===== src/rtl/cgra_dma_pkg.sv =====
// cgra_dma_pkg: DMA command codes shared with the funct decoder and engine state encoding
package cgra_dma_pkg;
    typedef enum logic [1:0] {
        DMA_NOP = 2'b00,
        DMA_STC = 2'b01,
        DMA_LFC = 2'b10,
        DMA_SCA = 2'b11
    } dma_cmd_e;
    typedef enum logic [3:0] {
        IDLE,
        RD_MEM,
        WR_BUF,
        RD_BUF,
        WAIT_BUF,
        WR_MEM,
        START,
        WAIT_CGRA,
        DONE
    } dma_state_e;
endpackage


===== src/rtl/cgra_dma_engine_xfer_counter.sv =====
// dma_xfer_counter: memory/buffer address walkers and remaining-word counter
module dma_xfer_counter #(
    parameter int DATA_W = 32,
    parameter int ADDR_W = 32,
    parameter int BUF_AW = 8,
    parameter int LEN_W  = 16
) (
    input  logic              clk_i,
    input  logic              rst_i,
    input  logic              load,
    input  logic              step,
    input  logic [ADDR_W-1:0] mem_base,
    input  logic [BUF_AW-1:0] buf_base,
    input  logic [LEN_W-1:0]  len,
    output logic [ADDR_W-1:0] mem_addr,
    output logic [BUF_AW-1:0] buf_addr,
    output logic              last
);
    import cgra_dma_pkg::*;
    localparam logic [ADDR_W-1:0] STRIDE = ADDR_W'(DATA_W / 8);
    logic [LEN_W-1:0] cnt;
    assign last = cnt == LEN_W'(1);
    // load bases and length on accept; advance one word per completed transfer, wrapping naturally
    always_ff @(posedge clk_i or posedge rst_i)
        if (rst_i) begin
            mem_addr <= '0;
            buf_addr <= '0;
            cnt      <= '0;
        end else if (load) begin
            mem_addr <= mem_base;
            buf_addr <= buf_base;
            cnt      <= len;
        end else if (step) begin
            mem_addr <= mem_addr + STRIDE;
            buf_addr <= buf_addr + BUF_AW'(1);
            cnt      <= cnt - LEN_W'(1);
        end
endmodule


===== src/rtl/cgra_dma_engine.sv =====
// cgra_dma_engine: moves word blocks between data memory and the CGRA buffer, or launches the CGRA
module cgra_dma_engine #(
    parameter int DATA_W = 32,
    parameter int ADDR_W = 32,
    parameter int BUF_AW = 8,
    parameter int LEN_W  = 16
) (
    input  logic              clk_i,
    input  logic              rst_i,
    input  logic              cmd_valid_i,
    input  logic [1:0]        dma_ctrl_i,
    input  logic [ADDR_W-1:0] mem_base_i,
    input  logic [BUF_AW-1:0] buf_base_i,
    input  logic [LEN_W-1:0]  len_i,
    output logic              stall_o,
    output logic              busy_o,
    output logic              done_o,
    output logic              mem_req_o,
    output logic              mem_we_o,
    output logic [ADDR_W-1:0] mem_addr_o,
    output logic [DATA_W-1:0] mem_wdata_o,
    input  logic [DATA_W-1:0] mem_rdata_i,
    input  logic              mem_ack_i,
    output logic              buf_we_o,
    output logic [BUF_AW-1:0] buf_addr_o,
    output logic [DATA_W-1:0] buf_wdata_o,
    input  logic [DATA_W-1:0] buf_rdata_i,
    output logic              cgra_start_o,
    input  logic              cgra_done_i
);
    import cgra_dma_pkg::*;
    dma_state_e        state, nxt;
    logic              accept, load, step, last;
    logic [DATA_W-1:0] data;
    assign accept       = state == IDLE && cmd_valid_i && dma_ctrl_i != DMA_NOP;
    assign busy_o       = state != IDLE;
    assign stall_o      = busy_o | accept;
    assign done_o       = state == DONE;
    assign mem_req_o    = state == RD_MEM || state == WR_MEM;
    assign mem_we_o     = state == WR_MEM;
    assign buf_we_o     = state == WR_BUF;
    assign cgra_start_o = state == START;
    assign mem_wdata_o  = data;
    assign buf_wdata_o  = data;
    dma_xfer_counter #(.DATA_W(DATA_W), .ADDR_W(ADDR_W), .BUF_AW(BUF_AW), .LEN_W(LEN_W)) u_cnt (
        .clk_i   (clk_i),
        .rst_i   (rst_i),
        .load    (load),
        .step    (step),
        .mem_base(mem_base_i),
        .buf_base(buf_base_i),
        .len     (len_i),
        .mem_addr(mem_addr_o),
        .buf_addr(buf_addr_o),
        .last    (last)
    );
    // state register
    always_ff @(posedge clk_i or posedge rst_i)
        if (rst_i) state <= IDLE;
        else state <= nxt;
    // data word in flight: memory read at ack, or buffer read one cycle after its address
    always_ff @(posedge clk_i or posedge rst_i)
        if (rst_i) data <= '0;
        else if (state == RD_MEM && mem_ack_i) data <= mem_rdata_i;
        else if (state == WAIT_BUF) data <= buf_rdata_i;
    // next state, counter load on accept and counter step on each finished word
    always_comb begin
        nxt  = state;
        load = 1'b0;
        step = 1'b0;
        case (state)
            IDLE: if (accept) begin
                load = 1'b1;
                if (dma_ctrl_i == DMA_SCA) nxt = START;
                else if (len_i == '0) nxt = DONE;
                else if (dma_ctrl_i == DMA_STC) nxt = RD_MEM;
                else nxt = RD_BUF;
            end
            RD_MEM:    if (mem_ack_i) nxt = WR_BUF;
            WR_BUF: begin
                step = 1'b1;
                nxt  = last ? DONE : RD_MEM;
            end
            RD_BUF:    nxt = WAIT_BUF;
            WAIT_BUF:  nxt = WR_MEM;
            WR_MEM: if (mem_ack_i) begin
                step = 1'b1;
                nxt  = last ? DONE : RD_BUF;
            end
            START:     nxt = WAIT_CGRA;
            WAIT_CGRA: if (cgra_done_i) nxt = DONE;
            DONE:      nxt = IDLE;
            default:   nxt = IDLE;
        endcase
    end
endmodule

===== config.mk =====
export PLATFORM = sky130hd
export DESIGN_NAME = cgra_dma_engine
export DESIGN_NICKNAME = d
export VERILOG_FILES = /design/src/rtl/cgra_dma_pkg.sv /design/src/rtl/cgra_dma_engine_xfer_counter.sv /design/src/rtl/cgra_dma_engine.sv
export SDC_FILE = /design/constraint.sdc
export NUM_CORES = 1
export LEC_CHECK = 0
export CAP_MARGIN = 30
export CORE_MARGIN = 2
export CORE_UTILIZATION = 38
export CTS_CLUSTER_DIAMETER = 50
export CTS_CLUSTER_SIZE = 28
export DETAILED_ROUTE_END_ITERATION = 6
export HOLD_SLACK_MARGIN = 0.12
export PLACE_DENSITY = 0.86
export REMOVE_ABC_BUFFERS = 1
export SLEW_MARGIN = 10
export SYNTH_ARGS = -nofsm -noshare
export SYNTH_HDL_FRONTEND = slang
export SYNTH_SLANG_ARGS = --single-unit

===== constraint.sdc =====
create_clock -name clk_i -period 2.9 [get_ports clk_i]
set_input_delay 0.435 -clock clk_i [delete_from_list [all_inputs] [get_ports clk_i]]
set_output_delay 0.435 -clock clk_i [all_outputs]
set_load 0.03 [all_outputs]

* After elaboration in Yosys (flattened, before gate mapping) *
Index checks and enable logic that the tools add are counted.

operators by class
  add/sub/neg operators = 3
  equality and inequality tests = 15
  mux-type cells = 22
  bitwise operators = 1
  reduce and logical (&&, ||, !) cells = 11

operators by type and width
  kind                     number
  $mux W32                 4
  $add A32 B3 Y32 const B  1
  $mux W16                 2
  $mux W4                  8
  $pmux W4 S8              1
  $eq A16 B1 Y1 const B    1
  $eq A4 B3 Y1 const B     4
  $logic_not A16 Y1        1
  $mux W8                  2
  $sub A16 B1 Y16 const B  1
  $add A8 B1 Y8 const B    1
  $eq A4 B2 Y1 const B     2
  $ne A2 B2 Y1 const B     3
  $reduce_bool A2 Y1       3
  $eq A4 B1 Y1 const B     1
  $eq A4 B4 Y1 const B     1
  $logic_not A4 Y1         1
  $reduce_and A4 Y1        1
  $reduce_bool A4 Y1       1
  $logic_and A1 B1 Y1      3
  $mux W1                  3
  $eq A2 B1 Y1 const B     1
  $eq A2 B2 Y1 const B     1
  $mux W2                  1
  other kinds (4)          4

word-level totals
  register bits after elaboration = 92
  input bits = 127
  output and inout bits = 111

* Longest topological paths before layout *
Gate-level depths: netlist (run 1).

  word-level depth = 6
  mapped depth = 9
  gate-level depth less buffers = 7

* By module *
Synthesis (run 1) repeated with hierarchy kept, for this count alone.

unflattened totals
  cell total of the unflattened synthesis = 579
  area total of the unflattened synthesis = 5276.3 um2

modules (own cells, without submodules)
  module            times used  cells an instance  area an instance (um2)  seq. area each (um2)
  dma_xfer_counter  1           344                3085.5                  1401.3
  cgra_dma_engine   1           235                2190.9                  900.9

* Worst setup path after synthesis (run 1) *
Ideal clock, no wire load.

  path kind = register to register
  start = reg state[1]
  end = reg u_cnt.cnt[5]
  setup time = 126 ps
  arrival = 2151 ps
  slack = 623 ps
  stages on the path, launching flop included = 9
  period minus slack after synthesis = 2277 ps
  cells stage by stage = dfrtp_1 buf_2 nor4_2 inv_1 or2_2 buf_2 nand2_1 o21ai_0 a221o_1

on the way
  cells in the longest elaborated chain, start to end = 6
  elaborated cells between the ends (all ways) = 10

ends and longest elaborated chain
  what                                                   line                                          source
  from (decl)                                            cgra_dma_engine.sv:32                         dma_state_e state, nxt;
  from (signal assigned)                                 cgra_dma_engine.sv:60                         else state <= nxt;
  $logic_not A4 Y1                                       cgra_dma_engine.sv:35, cgra_dma_engine.sv:71
  $logic_and A1 B1 Y1 (2 in a row)                       cgra_dma_engine.sv:35                         assign accept = state == IDLE && cmd_valid_i && dma_ctrl_i != DMA_NOP;
  $mux W1                                                cgra_dma_engine.sv:72                         IDLE: if (accept) begin
  $mux W1                                                cgra_dma_engine.sv:71                         case (state)
  $mux W16 / $reduce_bool A2 Y1 (equally long branches)  --
  to (signal assigned)                                   cgra_dma_engine_xfer_counter.sv:32            cnt <= len;
  to (signal assigned)                                   cgra_dma_engine_xfer_counter.sv:36            cnt <= cnt - LEN_W'(1);
  to (decl)                                              cgra_dma_engine_xfer_counter.sv:21            logic [LEN_W-1:0] cnt;

Parallel ways exist; a longest one is shown, timed or not.
A chain may end at the register's enable or synchronous reset.

* Worst setup path after layout (run 1) *
  start = reg state[0]
  end = out busy_o

on the way
  cells in the longest elaborated chain, start to end = 1

ends and longest elaborated chain
  what                line                   source
  $reduce_bool A4 Y1  cgra_dma_engine.sv:36  assign busy_o = state != IDLE;
  to (decl)           cgra_dma_engine.sv:16  output logic busy_o,

Every way passes these cells.

==> impl_table.tex, run 1 <==
\begin{tabular}{lr}
\hline
Metric & Value \\
\hline
\multicolumn{2}{l}{\textbf{Worst setup path}} \\
Sum of buffers and inverters on the critical path & 2 \\
Slowest-stage cell, CP & sky130\_fd\_sc\_hd\_\_clkdlybuf4s50\_1 \\
Startpoint type of the worst setup path & flop \\
Critical Path End Type & output pin \\
Critical-path maximum fanout & 16 \\
Data required time of the critical path & 2.47 ns \\
Sequence of cells on the critical path & nor4\_2 -> inv\_1 -> clkdlybuf4s50\_1 \\
Crit path arrival time & 2.24 ns \\
Maximum cell stage delay along the critical path & 0.67 ns \\
Top Family by Delay on Critical Path & buffers and inverters \\
Kind of critical path & reg -> out \\
\multicolumn{2}{l}{\textbf{Yosys}} \\
Xor and xnor area share after synthesis & 0.0386 \\
Multiplexer area fraction after synthesis & 0.0614 \\
Commonest register cell after synthesis & sky130\_fd\_sc\_hd\_\_dfrtp\_1 \\
Combinational family with the most area after synthesis & simple AND/OR/NAND/NOR gates \\
Fraction of the mapped netlist area in compound gates & 0.160 \\
Share of synthesized area occupied by flip-flops and latches & 0.441 \\
Warning count from the yosys run & 0 \\
Number of register bits inferred by synthesis & 92 \\
Cell area after technology mapping & 5220 um2 \\
Post-Synth Simple-Gate Area & 0.207 \\
Share of synthesized registers carrying an async set or reset & 1.00 \\
Gate count after technology mapping & 579 \\
Post-synthesis adder-cell area fraction & 0.00959 \\
Post-synth cell types & 53 \\
Number of enable flip-flop cells after synthesis & 0 \\
Mean cell area of the mapped netlist & 9.01 um2 \\
\multicolumn{2}{l}{\textbf{GRT}} \\
Number of global-route vias before repair & 5,014 \\
Initial antenna violation count & 0 \\
Pin count of the biggest net entering global routing & 74 \\
Gr usage total & 0.227 \\
Congestion Overflow GR & 0 \\
Global-route wire length before repair & 26,200 um \\
\multicolumn{2}{l}{\textbf{Clock tree}} \\
Number of buffers on the longest clock path & 2 \\
Clock-pin slew of the registers on the worst-case setup and hold paths & 0.07 ns \\
Resized Gates After CTS & 0 \\
Clock root buffer master & sky130\_fd\_sc\_hd\_\_clkbuf\_16 \\
Post-CTS setup buffer count & 0 \\
Num CTS Buffers & 9 \\
Count of H-tree levels built during CTS & 3 \\
Clock insertion delay at the later pin of the skew report & 0.35 ns \\
CTS tree & done \\
Sink count of the clock tree & 92 \\
Cts-stage hold buffer count & 0 \\
\multicolumn{2}{l}{\textbf{Drt}} \\
Avg WL per Cell & 17.5 um \\
Vias per std cell & 5.36 \\
Total wirelength of the detailed-routed design & 16,800 um \\
Routed Antenna Nets & 0 \\
Number of vias in the routed layout & 5,127 \\
DRT iter0 DRCs & 298 \\
DR pass1 iterations & 5 \\
DRC violation count after routing & 0 \\
\multicolumn{2}{l}{\textbf{Floorplan}} \\
Number of I/O pins & 238 \\
Die outline width & 121 um \\
Die footprint & 14,700 um2 \\
Floorplan core area & 13,300 um2 \\
Die height & 121 um \\
Initial core utilization & 0.391 \\
Number of standard-cell rows in the floorplan & 42 \\
\multicolumn{2}{l}{\textbf{Cells and area}} \\
Share of post-route cells with drive strength above 1 & 0.0551 \\
Final design utilization & 0.593 \\
Final design area excluding fillers & 7910 um2 \\
Final nets & 907 \\
Area growth from synthesis to final layout & 51.7\% \\
Final antenna diode count & 0 \\
\multicolumn{2}{l}{\textbf{Power and ir drop}} \\
Power Dens Cells & 1140 nW/um2 \\
LEAKAGE & 0.00301 uW \\
Worst IR Drop VDD & 0.000603 V \\
\multicolumn{2}{l}{\textbf{STA}} \\
Number of hold-slack violations in the final timing report & 0 \\
Slew HR & 0.552 \\
Setup-failing EPs final & 0 \\
Worst Max-Slew Pin Slew & 0.673 ns \\
Final Skew & 0.00987 ns \\
Time the worst path needs with I/O delays and setup & 2.67 ns \\
Maximum achievable frequency & 374 MHz \\
Final critical-path share of the clock period & 0.922 \\
Final-report max-slew violation count & 0 \\
Unrepaired setup endpoints after global routing & no \\
\multicolumn{2}{l}{\textbf{Place}} \\
Final HPWL DP & 12,500 um \\
Port-buffer cells & 237 \\
GP Congestion & 0.860 \\
Instance area after placement & 7590 um2 \\
\multicolumn{2}{l}{\textbf{Outcome}} \\
Outcome & finished, final reports clean \\
\multicolumn{2}{l}{\textbf{Job}} \\
Reported max-cap violation count & 0 \\
\multicolumn{2}{l}{\textbf{Hold path}} \\
Class of the worst hold path & in -> async \\
\hline
\end{tabular}
==> cell usage after synthesis, drive strengths merged, types with 2 or more instances <==
library cell,number,area [um2]
nand3,22,115
a311oi,3,26.3
mux2i,32,320
o21ai,65,325
nor4b,2,23.8
nand2,102,383
nand4b,3,26.3
inv,10,37.5
and4,4,35.0
or3,6,37.5
dfrtp,92,2300
a21oi,14,70.1
nor2,27,101
xnor2,10,87.6
o22ai,4,25.0
buf,46,319
nor4,9,62.6
clkbuf,19,71.3
or2,2,12.5
and2,2,12.5
nand4,14,87.6
and3,10,62.6
o211ai,10,75.1
nor3,14,70.1
xor2,13,114
a211o,2,17.5
a211oi,4,35.0
o311ai,6,52.6
a21o,2,15.0
a31oi,5,31.3
a221o,6,60.1
o211a,2,20.0
ha,4,50.1
or4,2,15.0
==> metal layers <==
| metal | track usage | wire, um |
|---|---|---|
| met3 | 0.0658 | 1490 |
| met5 | 0 | 0 |
| met2 | 0.389 | 8310 |
| met1 | 0.275 | 6620 |
| met4 | 0.0711 | 371 |
==> cells in the final DEF, fill, tap and decap left out, types with 3 or more instances in the layout <==
master and instances:
sky130_fd_sc_hd__a221o_1 6, sky130_fd_sc_hd__nor2_1 26, sky130_fd_sc_hd__ha_1 4, sky130_fd_sc_hd__o211ai_1 10
sky130_fd_sc_hd__clkdlybuf4s50_1 237, sky130_fd_sc_hd__and3_1 10, sky130_fd_sc_hd__nor3_1 13, sky130_fd_sc_hd__mux2i_1 32
sky130_fd_sc_hd__a211oi_1 3, sky130_fd_sc_hd__a31oi_1 5, sky130_fd_sc_hd__and4_1 4, sky130_fd_sc_hd__clkinv_4 3
sky130_fd_sc_hd__nand2_1 102, sky130_fd_sc_hd__xnor2_1 10, sky130_fd_sc_hd__or3_1 6, sky130_fd_sc_hd__buf_4 11
sky130_fd_sc_hd__nand4b_1 3, sky130_fd_sc_hd__nand3_1 21, sky130_fd_sc_hd__a21oi_1 14, sky130_fd_sc_hd__dfrtp_1 92
sky130_fd_sc_hd__nor4_1 8, sky130_fd_sc_hd__o311ai_0 6, sky130_fd_sc_hd__buf_12 3, sky130_fd_sc_hd__nand4_1 14
sky130_fd_sc_hd__o21ai_0 65, sky130_fd_sc_hd__a311oi_1 3, sky130_fd_sc_hd__clkbuf_16 9, sky130_fd_sc_hd__inv_1 8
sky130_fd_sc_hd__o22ai_1 4, sky130_fd_sc_hd__xor2_1 13
==> metrics by stage <==
step | total power, uW | cells | setup slack [ns] | hold slack (ns) | TNS (ns)
after floorplan | 5450 | 514 | -1.70 | 0.493 | -100.71
after global placement | 7690 | 941 | 0.266 | 0.466 | 0
after detailed placement | 7770 | 941 | 0.214 | 0.470 | 0
after CTS | 9110 | 957 | 0.214 | 0.495 | 0
after global routing | 9580 | 957 | 0.0410 | 0.524 | 0
final | 9050 | 957 | 0.226 | 0.479 | 0
==> sequential cells by signal (all words and copies together) (netlist names) <==
name	flops
buf_wdata_o	32
state	4
u_cnt.buf_addr	8
u_cnt.cnt	16
u_cnt.mem_addr	32
==> logic make-up (layout without fill, tap and decap cells) <==
group	Yosys count	in the layout
multiplexers	32	32
flip-flops	92	92
AO/OA/AOI/OAI	130	130
buffers and inverters	75	277
AND/OR/NAND/NOR	223	223
adder cells (fa/ha/maj)	4	4
XOR/XNOR	23	23
==> worst paths after layout <==
check / start / end / slack [ns] / cells past startpoint
min in group clk_i: u_cnt.mem_addr[1] / u_cnt.mem_addr[1] / 0.49 / 2
setup / recovery: state[0] / busy_o / 0.23 / 3
hold reg to reg: u_cnt.mem_addr[1] / u_cnt.mem_addr[1] / 0.49 / 2
max in group asynchronous: rst_i / u_cnt.mem_addr[2] / 1.75 / 3
setup reg to reg: state[0] / u_cnt.mem_addr[17] / 0.44 / 5
hold / removal: rst_i / buf_wdata_o[9] / 0.48 / 2
==> cell type report <==
class,count,area (um2)
clock inverters,7,101
well taps,176,220
inverters,10,40.0
multi-input cells,412,2510
fillers,1128,5440
flip-flops and latches,92,2300
clock buffers,9,225
repair buffers,251,2510
==> power breakdown <==
part | leakage, uW | internal [uW] | switching (uW) | total, uW
Combinational | 0.00172 | 2160 | 2960 | 5130
Clock | 0.000152 | 760 | 535 | 1290
Sequential | 0.00113 | 1900 | 731 | 2630
No activity file was read; power rests on OpenSTA's default activity.
==> run 2, diff against run 1 <==
- CORE_ASPECT_RATIO: not set -> 1.75
==> run 2 against run 1 <==
Compared with the run above: maximum frequency is 0.24% lower; design area rose by 0.27%; global-route usage decreased by 1.0 points; clock power about the same; cell count rose by 0.10%; highest routed layer unchanged; utilization about the same.
==> impl_table.tex, run 2 (synthesis gave the netlist of run 1 again) <==
\begin{tabular}{lr}
\hline
Metric & Value \\
\hline
\multicolumn{2}{l}{\textbf{Outcome}} \\
Outcome & finished, final reports clean \\
\multicolumn{2}{l}{\textbf{STA}} \\
Setup WS post-layout & 0.220 ns (-0.00635 ns) \\
Setup-failing EPs final & 0 (unchanged) \\
Final Skew & 0.0159 ns (+0.00600 ns) \\
Slew HR & 0.592 (+0.0402) \\
Unrepaired setup endpoints after global routing & no \\
Final critical-path share of the clock period & 0.924 (+0.00219) \\
Final-report max-slew violation count & 0 (unchanged) \\
Worst Max-Slew Pin Slew & 0.612 ns (-0.0602 ns) \\
Number of hold-slack violations in the final timing report & 0 (unchanged) \\
Time the worst path needs with I/O delays and setup & 2.68 ns (+0.00635 ns) \\
Maximum achievable frequency & 373 MHz (-0.24\%) \\
\multicolumn{2}{l}{\textbf{GRT}} \\
Number of global-route vias before repair & 5,085 (+1.4\%) \\
Initial antenna violation count & 0 (unchanged) \\
Gr usage total & 0.217 (-0.00998) \\
Pin count of the biggest net entering global routing & 65 (-12\%) \\
Congestion Overflow GR & 0 (unchanged) \\
Global-route wire length before repair & 25,600 um (-2.4\%) \\
\multicolumn{2}{l}{\textbf{Drt}} \\
Total routed wire length on the met1 layer & 5830 um (-12\%) \\
Number of vias in the routed layout & 5,063 (-1.2\%) \\
Total wirelength of the detailed-routed design & 15,900 um (-5.3\%) \\
Vias per std cell & 5.28 (-1.4\%) \\
DRC violation count after routing & 0 (unchanged) \\
Routed Antenna Nets & 0 (unchanged) \\
DRT iter0 DRCs & 219 (-27\%) \\
Uppermost metal layer occupied by signal nets & met4 \\
Wire length on met2 & 8470 um (+2.0\%) \\
DR pass1 iterations & 4 (-1) \\
Wire length on met3 & 1040 um (-30\%) \\
Avg WL per Cell & 16.6 um (-5.4\%) \\
\multicolumn{2}{l}{\textbf{Floorplan}} \\
Die footprint & 14,700 um2 (+0.25\%) \\
Floorplan core area & 13,400 um2 (+0.26\%) \\
Number of standard-cell rows in the floorplan & 56 (+33\%) \\
Number of I/O pins & 238 (unchanged) \\
Die height & 159 um (+31\%) \\
Initial core utilization & 0.390 (-0.00102) \\
Die outline width & 92.6 um (-24\%) \\
\multicolumn{2}{l}{\textbf{Worst setup path}} \\
Data required time of the critical path & 2.47 ns (about the same) \\
Kind of critical path & reg -> out \\
Crit path arrival time & 2.25 ns (about the same) \\
Critical Path End Type & output pin \\
Critical-path maximum fanout & 10 (-6) \\
Startpoint type of the worst setup path & flop \\
\multicolumn{2}{l}{\textbf{Cells and area}} \\
Area growth from synthesis to final layout & 52.1\% \\
Total area of sequential cells & 2300 um2 (unchanged) \\
Fill count & 1,191 (+5.6\%) \\
Share of post-route cells with drive strength above 1 & 0.0587 (+0.00362) \\
Most common library cell in the layout ignoring fill and taps & sky130\_fd\_sc\_hd\_\_clkdlybuf4s50\_1 \\
Commonest cells after routing, fill and taps aside & 237 x sky130\_fd\_sc\_hd\_\_clkdlybuf4s50\_1, 102 x sky130\_fd\_sc\_hd\_\_nand2\_1, 92 x sky130\_fd\_sc\_hd\_\_dfrtp\_1 \\
Final antenna diode count & 0 (unchanged) \\
Final nets & 911 (+0.44\%) \\
Multi-input combinational cell area & 2510 um2 (unchanged) \\
\multicolumn{2}{l}{\textbf{Hold path}} \\
Class of the worst hold path & reg -> reg \\
\multicolumn{2}{l}{\textbf{Place}} \\
Port-buffer cells & 237 (unchanged) \\
Final HPWL DP & 12,300 um (-1.4\%) \\
GP Congestion & 0.847 (-1.6\%) \\
Post-placement setup slack & 0.214 ns (-0.000101 ns) \\
\multicolumn{2}{l}{\textbf{Clock tree}} \\
Num CTS Buffers & 9 (unchanged) \\
Resized Gates After CTS & 0 (unchanged) \\
Cts-stage hold buffer count & 0 (unchanged) \\
Clock insertion delay at the later pin of the skew report & 0.34 ns (about the same) \\
Sink count of the clock tree & 92 (unchanged) \\
Post-CTS setup buffer count & 0 (unchanged) \\
Clock-pin slew of the registers on the worst-case setup and hold paths & 0.08 ns (about the same) \\
Clock root buffer master & sky130\_fd\_sc\_hd\_\_clkbuf\_16 \\
Number of buffers on the longest clock path & 2 (unchanged) \\
CTS tree & done \\
Count of H-tree levels built during CTS & 3 (unchanged) \\
\multicolumn{2}{l}{\textbf{Power and ir drop}} \\
LEAKAGE & 0.00303 uW (+0.82\%) \\
Worst IR Drop VDD & 0.000735 V (+22\%) \\
Power Dens Cells & 1130 nW/um2 (-0.91\%) \\
Pwr Total & 8990 uW (-0.65\%) \\
\multicolumn{2}{l}{\textbf{Job}} \\
Reported max-cap violation count & 0 (unchanged) \\
\hline
\end{tabular}
run 2: changes by cell type in the layout (fill, tap and decap cells not counted), sizes merged:
| cell | change |
|---|---|
| inv | +3 |
| clkinvlp | -2 |
| clkinv | -2 |
| buf | +4 |
run 2: worst paths after layout:
| path | from | slack, ns | endpoint | cells past startpoint |
|---|---|---|---|---|
| hold / removal | u_cnt.mem_addr[1] | 0.48 | u_cnt.mem_addr[1] | 2 |
| min in group asynchronous | rst_i | 0.51 | buf_wdata_o[28] | 2 |
| hold reg to reg | u_cnt.mem_addr[1] | 0.48 | u_cnt.mem_addr[1] | 2 |
| setup / recovery | state[0] | 0.22 | done_o | 4 |
| setup reg to reg | state[1] | 0.49 | u_cnt.mem_addr[17] | 5 |
| max in group asynchronous | rst_i | 1.69 | u_cnt.mem_addr[17] | 3 |
run 2: metrics by stage:
step                      utilization  instances  hold slack (ns)  instance area (um2)  TNS, ns
final                           0.593        958            0.482                 7930        0
after detailed placement        0.569        943            0.470                 7610        0
after CTS                       0.593        958            0.486                 7930        0
after floorplan                     -        514            0.493                 4830  -100.71
after global routing            0.593        958            0.525                 7930        0
after global placement          0.569        943            0.462                 7610        0
run 2: critical path: stages (launching register included):
cell and delay [ns]:
sky130_fd_sc_hd__dfrtp_1 0.50, sky130_fd_sc_hd__buf_4 0.21, sky130_fd_sc_hd__or3_1 0.37, sky130_fd_sc_hd__nor2_1 0.13, sky130_fd_sc_hd__clkdlybuf4s50_1 0.68
run 2: power by group:
group / switching (uW) / internal (uW) / total, uW
sequential: 675 / 1900 / 2580
clock: 520 / 762 / 1280
combinational: 2940 / 2200 / 5140
total: 4130 / 4860 / 8990
run 2: layout make-up:
class,instances,area share
Clock buffer,9,0.0284
Tap cell,174,0.0274
Clock inverter,6,0.0120
Inverter,10,0.00505
Sequential cell,92,0.290
Timing Repair Buffer,255,0.321
Multi-Input combinational cell,412,0.316
run 2: layer usage:
layer  GRT usage  vias to the layer above
li1            -                     2453
met1       0.238                     2371
met2       0.393                      203
met3      0.0445                       36
met4       0.100                        0
met5           0                        -
==> run 3, diff against run 2 <==
- CORE_MARGIN: 2 -> not set
==> run 3 against run 2 <==
Compared with the run above: critical path type unchanged; die area decreased by 3.4%; largest cell class unchanged; flip-flop and latch count unchanged; combinational power about the same; maximum frequency decreased by 0.37%; via count increased by 1.9%.
==> impl_table.tex, run 3 (synthesis gave the netlist of run 1 again) <==
\begin{tabular}{lr}
\hline
Metric & Value \\
\hline
\multicolumn{2}{l}{\textbf{Floorplan}} \\
Die height & 157 um (-1.3\%) \\
Die outline width & 90.6 um (-2.2\%) \\
Die footprint & 14,200 um2 (-3.4\%) \\
Number of standard-cell rows in the floorplan & 56 (unchanged) \\
Number of I/O pins & 238 (unchanged) \\
Initial core utilization & 0.390 (unchanged) \\
Floorplan core area & 13,400 um2 (unchanged) \\
\multicolumn{2}{l}{\textbf{GRT}} \\
Met1 GRT Util & 0.247 (+0.00927) \\
Global-route wire length before repair & 26,200 um (+2.2\%) \\
Met3 track demand over resource in global routing & 0.0396 (-0.00487) \\
Global routing usage on met2 & 0.434 (+0.0405) \\
Pin count of the biggest net entering global routing & 65 (unchanged) \\
Initial antenna violation count & 0 (unchanged) \\
GRT busiest layer & met2 \\
Gr usage total & 0.233 (+0.0155) \\
Number of global-route vias before repair & 5,151 (+1.3\%) \\
Congestion Overflow GR & 0 (unchanged) \\
\multicolumn{2}{l}{\textbf{Drt}} \\
DRC violation count after routing & 0 (unchanged) \\
Number of vias in the routed layout & 5,160 (+1.9\%) \\
Routed Antenna Nets & 0 (unchanged) \\
DRT iter0 DRCs & 269 (+23\%) \\
DR pass1 iterations & 4 (unchanged) \\
Total wirelength of the detailed-routed design & 16,300 um (+2.4\%) \\
Avg WL per Cell & 17.0 um (+2.3\%) \\
Vias per std cell & 5.38 (+1.8\%) \\
\multicolumn{2}{l}{\textbf{Worst setup path}} \\
R2R setup slack & 0.50 ns (about the same) \\
RR Endpoint & u\_cnt.mem\_addr[27] \\
Critical-path maximum fanout & 10 (unchanged) \\
Logic depth of the worst register-to-register path & 6 (+1) \\
Critical Path End Type & output pin \\
Kind of critical path & reg -> out \\
Data required time of the critical path & 2.47 ns (about the same) \\
Crit path arrival time & 2.25 ns (about the same) \\
Startpoint type of the worst setup path & flop \\
Worst reg2reg startpoint & state[1] \\
\multicolumn{2}{l}{\textbf{Clock tree}} \\
Clock-pin slew of the registers on the worst-case setup and hold paths & 0.07 ns (about the same) \\
Cts-stage hold buffer count & 0 (unchanged) \\
Clock insertion delay at the later pin of the skew report & 0.34 ns (about the same) \\
Post-CTS setup buffer count & 0 (unchanged) \\
Sink count of the clock tree & 92 (unchanged) \\
Clock root buffer master & sky130\_fd\_sc\_hd\_\_clkbuf\_16 \\
Resized Gates After CTS & 0 (unchanged) \\
Count of H-tree levels built during CTS & 3 (unchanged) \\
Number of buffers on the longest clock path & 2 (unchanged) \\
Num CTS Buffers & 9 (unchanged) \\
CTS tree & done \\
\multicolumn{2}{l}{\textbf{Power and ir drop}} \\
Internal power contribution & 4880 uW (+0.41\%) \\
Switching share of power & 0.461 (+0.00186) \\
Portion of total power attributed to sequential cells & 0.287 (about the same) \\
Power Dens Cells & 1140 nW/um2 (+0.39\%) \\
Combinational share of power & 0.570 (about the same) \\
Worst IR Drop VDD & 0.000596 V (-19\%) \\
LEAKAGE & 0.00304 uW (+0.32\%) \\
Net switching power figure & 4180 uW (+1.2\%) \\
Clock power frac & 0.143 (about the same) \\
\multicolumn{2}{l}{\textbf{Place}} \\
Port-buffer cells & 237 (unchanged) \\
Final HPWL DP & 12,400 um (+1.0\%) \\
GP Congestion & 0.849 (+0.25\%) \\
\multicolumn{2}{l}{\textbf{STA}} \\
Worst hold slack & 0.490 ns (+0.00870 ns) \\
Number of hold-slack violations in the final timing report & 0 (unchanged) \\
Time the worst path needs with I/O delays and setup & 2.69 ns (+0.00985 ns) \\
Final critical-path share of the clock period & 0.928 (+0.00340) \\
Setup TNS & 0 ns (unchanged) \\
Setup-failing EPs final & 0 (unchanged) \\
Final-report max-slew violation count & 0 (unchanged) \\
Unrepaired setup endpoints after global routing & no \\
Worst Max-Slew Pin Slew & 0.665 ns (+0.0525 ns) \\
Final Skew & 0.00917 ns (-0.00670 ns) \\
Slew HR & 0.551 (-0.0413) \\
Maximum achievable frequency & 372 MHz (-0.37\%) \\
\multicolumn{2}{l}{\textbf{Hold path}} \\
Class of the worst hold path & reg -> reg \\
Hold\_sp & u\_cnt.mem\_addr[0] \\
Terminating pin of the worst hold path & u\_cnt.mem\_addr[0] \\
Number of cells on the worst hold path & 2 (unchanged) \\
\multicolumn{2}{l}{\textbf{Cells and area}} \\
Share of post-route cells with drive strength above 1 & 0.0586 (-0.0000747) \\
Multi-input combinational cell area & 2510 um2 (unchanged) \\
Area growth from synthesis to final layout & 52.6\% \\
Fill count & 1,135 (-4.7\%) \\
Most common library cell in the layout ignoring fill and taps & sky130\_fd\_sc\_hd\_\_clkdlybuf4s50\_1 \\
Final antenna diode count & 0 (unchanged) \\
Total area of sequential cells & 2300 um2 (unchanged) \\
Final nets & 911 (unchanged) \\
Final design utilization & 0.595 (+0.00215) \\
Commonest cells after routing, fill and taps aside & 237 x sky130\_fd\_sc\_hd\_\_clkdlybuf4s50\_1, 102 x sky130\_fd\_sc\_hd\_\_nand2\_1, 92 x sky130\_fd\_sc\_hd\_\_dfrtp\_1 \\
\multicolumn{2}{l}{\textbf{Job}} \\
Reported max-cap violation count & 0 (unchanged) \\
\multicolumn{2}{l}{\textbf{Outcome}} \\
Outcome & finished, final reports clean \\
\hline
\end{tabular}
## run 3: cell count changes in the layout (fill, tap and decap cells not counted)
cell                       previous run  this run
sky130_fd_sc_hd__buf_4               15        13
sky130_fd_sc_hd__buf_12               3         5
sky130_fd_sc_hd__clkinv_4             1         2
sky130_fd_sc_hd__inv_6                3         2
sky130_fd_sc_hd__clkbuf_1             0         1
## run 3: power groups by stage
| stage | Combinational, uW | Sequential (uW) | Clock (uW) |
|---|---|---|---|
| floorplan | 1590 | 3860 | 0 |
| detailed placement | 5180 | 2600 | 0 |
| finish | 5160 | 2600 | 1300 |
| CTS | 5190 | 2590 | 1330 |
| global placement | 5090 | 2570 | 0 |
| global route | 5510 | 2700 | 1380 |
## run 3: cell type report
cell class | count | area share
Clock inverter | 6 | 0.0119
Clock buffer | 10 | 0.0288
Tap cell | 174 | 0.0273
Timing Repair Buffer | 255 | 0.323
Inverter | 10 | 0.00503
Multi-Input combinational cell | 412 | 0.315
Sequential cell | 92 | 0.289
## run 3: metal layers
metal	vias up	routed length (um)
met1	2439	5870
li1	2452	-
met3	40	887
met5	-	0
met2	229	8840
met4	0	687
## run 3: worst max-delay path by stage
| stage | to | startpoint | slack, ns |
|---|---|---|---|
| 5_1_grt | done_o | state[0] | 0.13 |
| 3_3_place_gp | stall_o | dma_ctrl_i[0] | 0.36 |
| 4_1_cts | done_o | state[0] | 0.19 |
| 2_1_floorplan | buf_wdata_o[0] | state[3] | -1.70 |
| 6_report | done_o | state[0] | 0.21 |
| 3_5_place_dp | u_cnt.mem_addr[29] | mem_ack_i | 0.33 |
## run 3: worst max-delay path: stages (launching register included)
cell and delay (ns):
sky130_fd_sc_hd__dfrtp_1 0.48, sky130_fd_sc_hd__buf_4 0.21, sky130_fd_sc_hd__or3_1 0.40, sky130_fd_sc_hd__nor2_1 0.12, sky130_fd_sc_hd__clkdlybuf4s50_1 0.70
## run 3: stage by stage
step           total power (uW)  cell area (um2)  setup WS (ns)  cells
6_report                   9060             7960          0.210    959
5_1_grt                    9580             7960          0.132    959
4_1_cts                    9110             7960          0.193    959
3_5_place_dp               7780             7640          0.329    943
3_3_place_gp               7660             7640          0.364    943
2_1_floorplan              5450             4830          -1.70    514
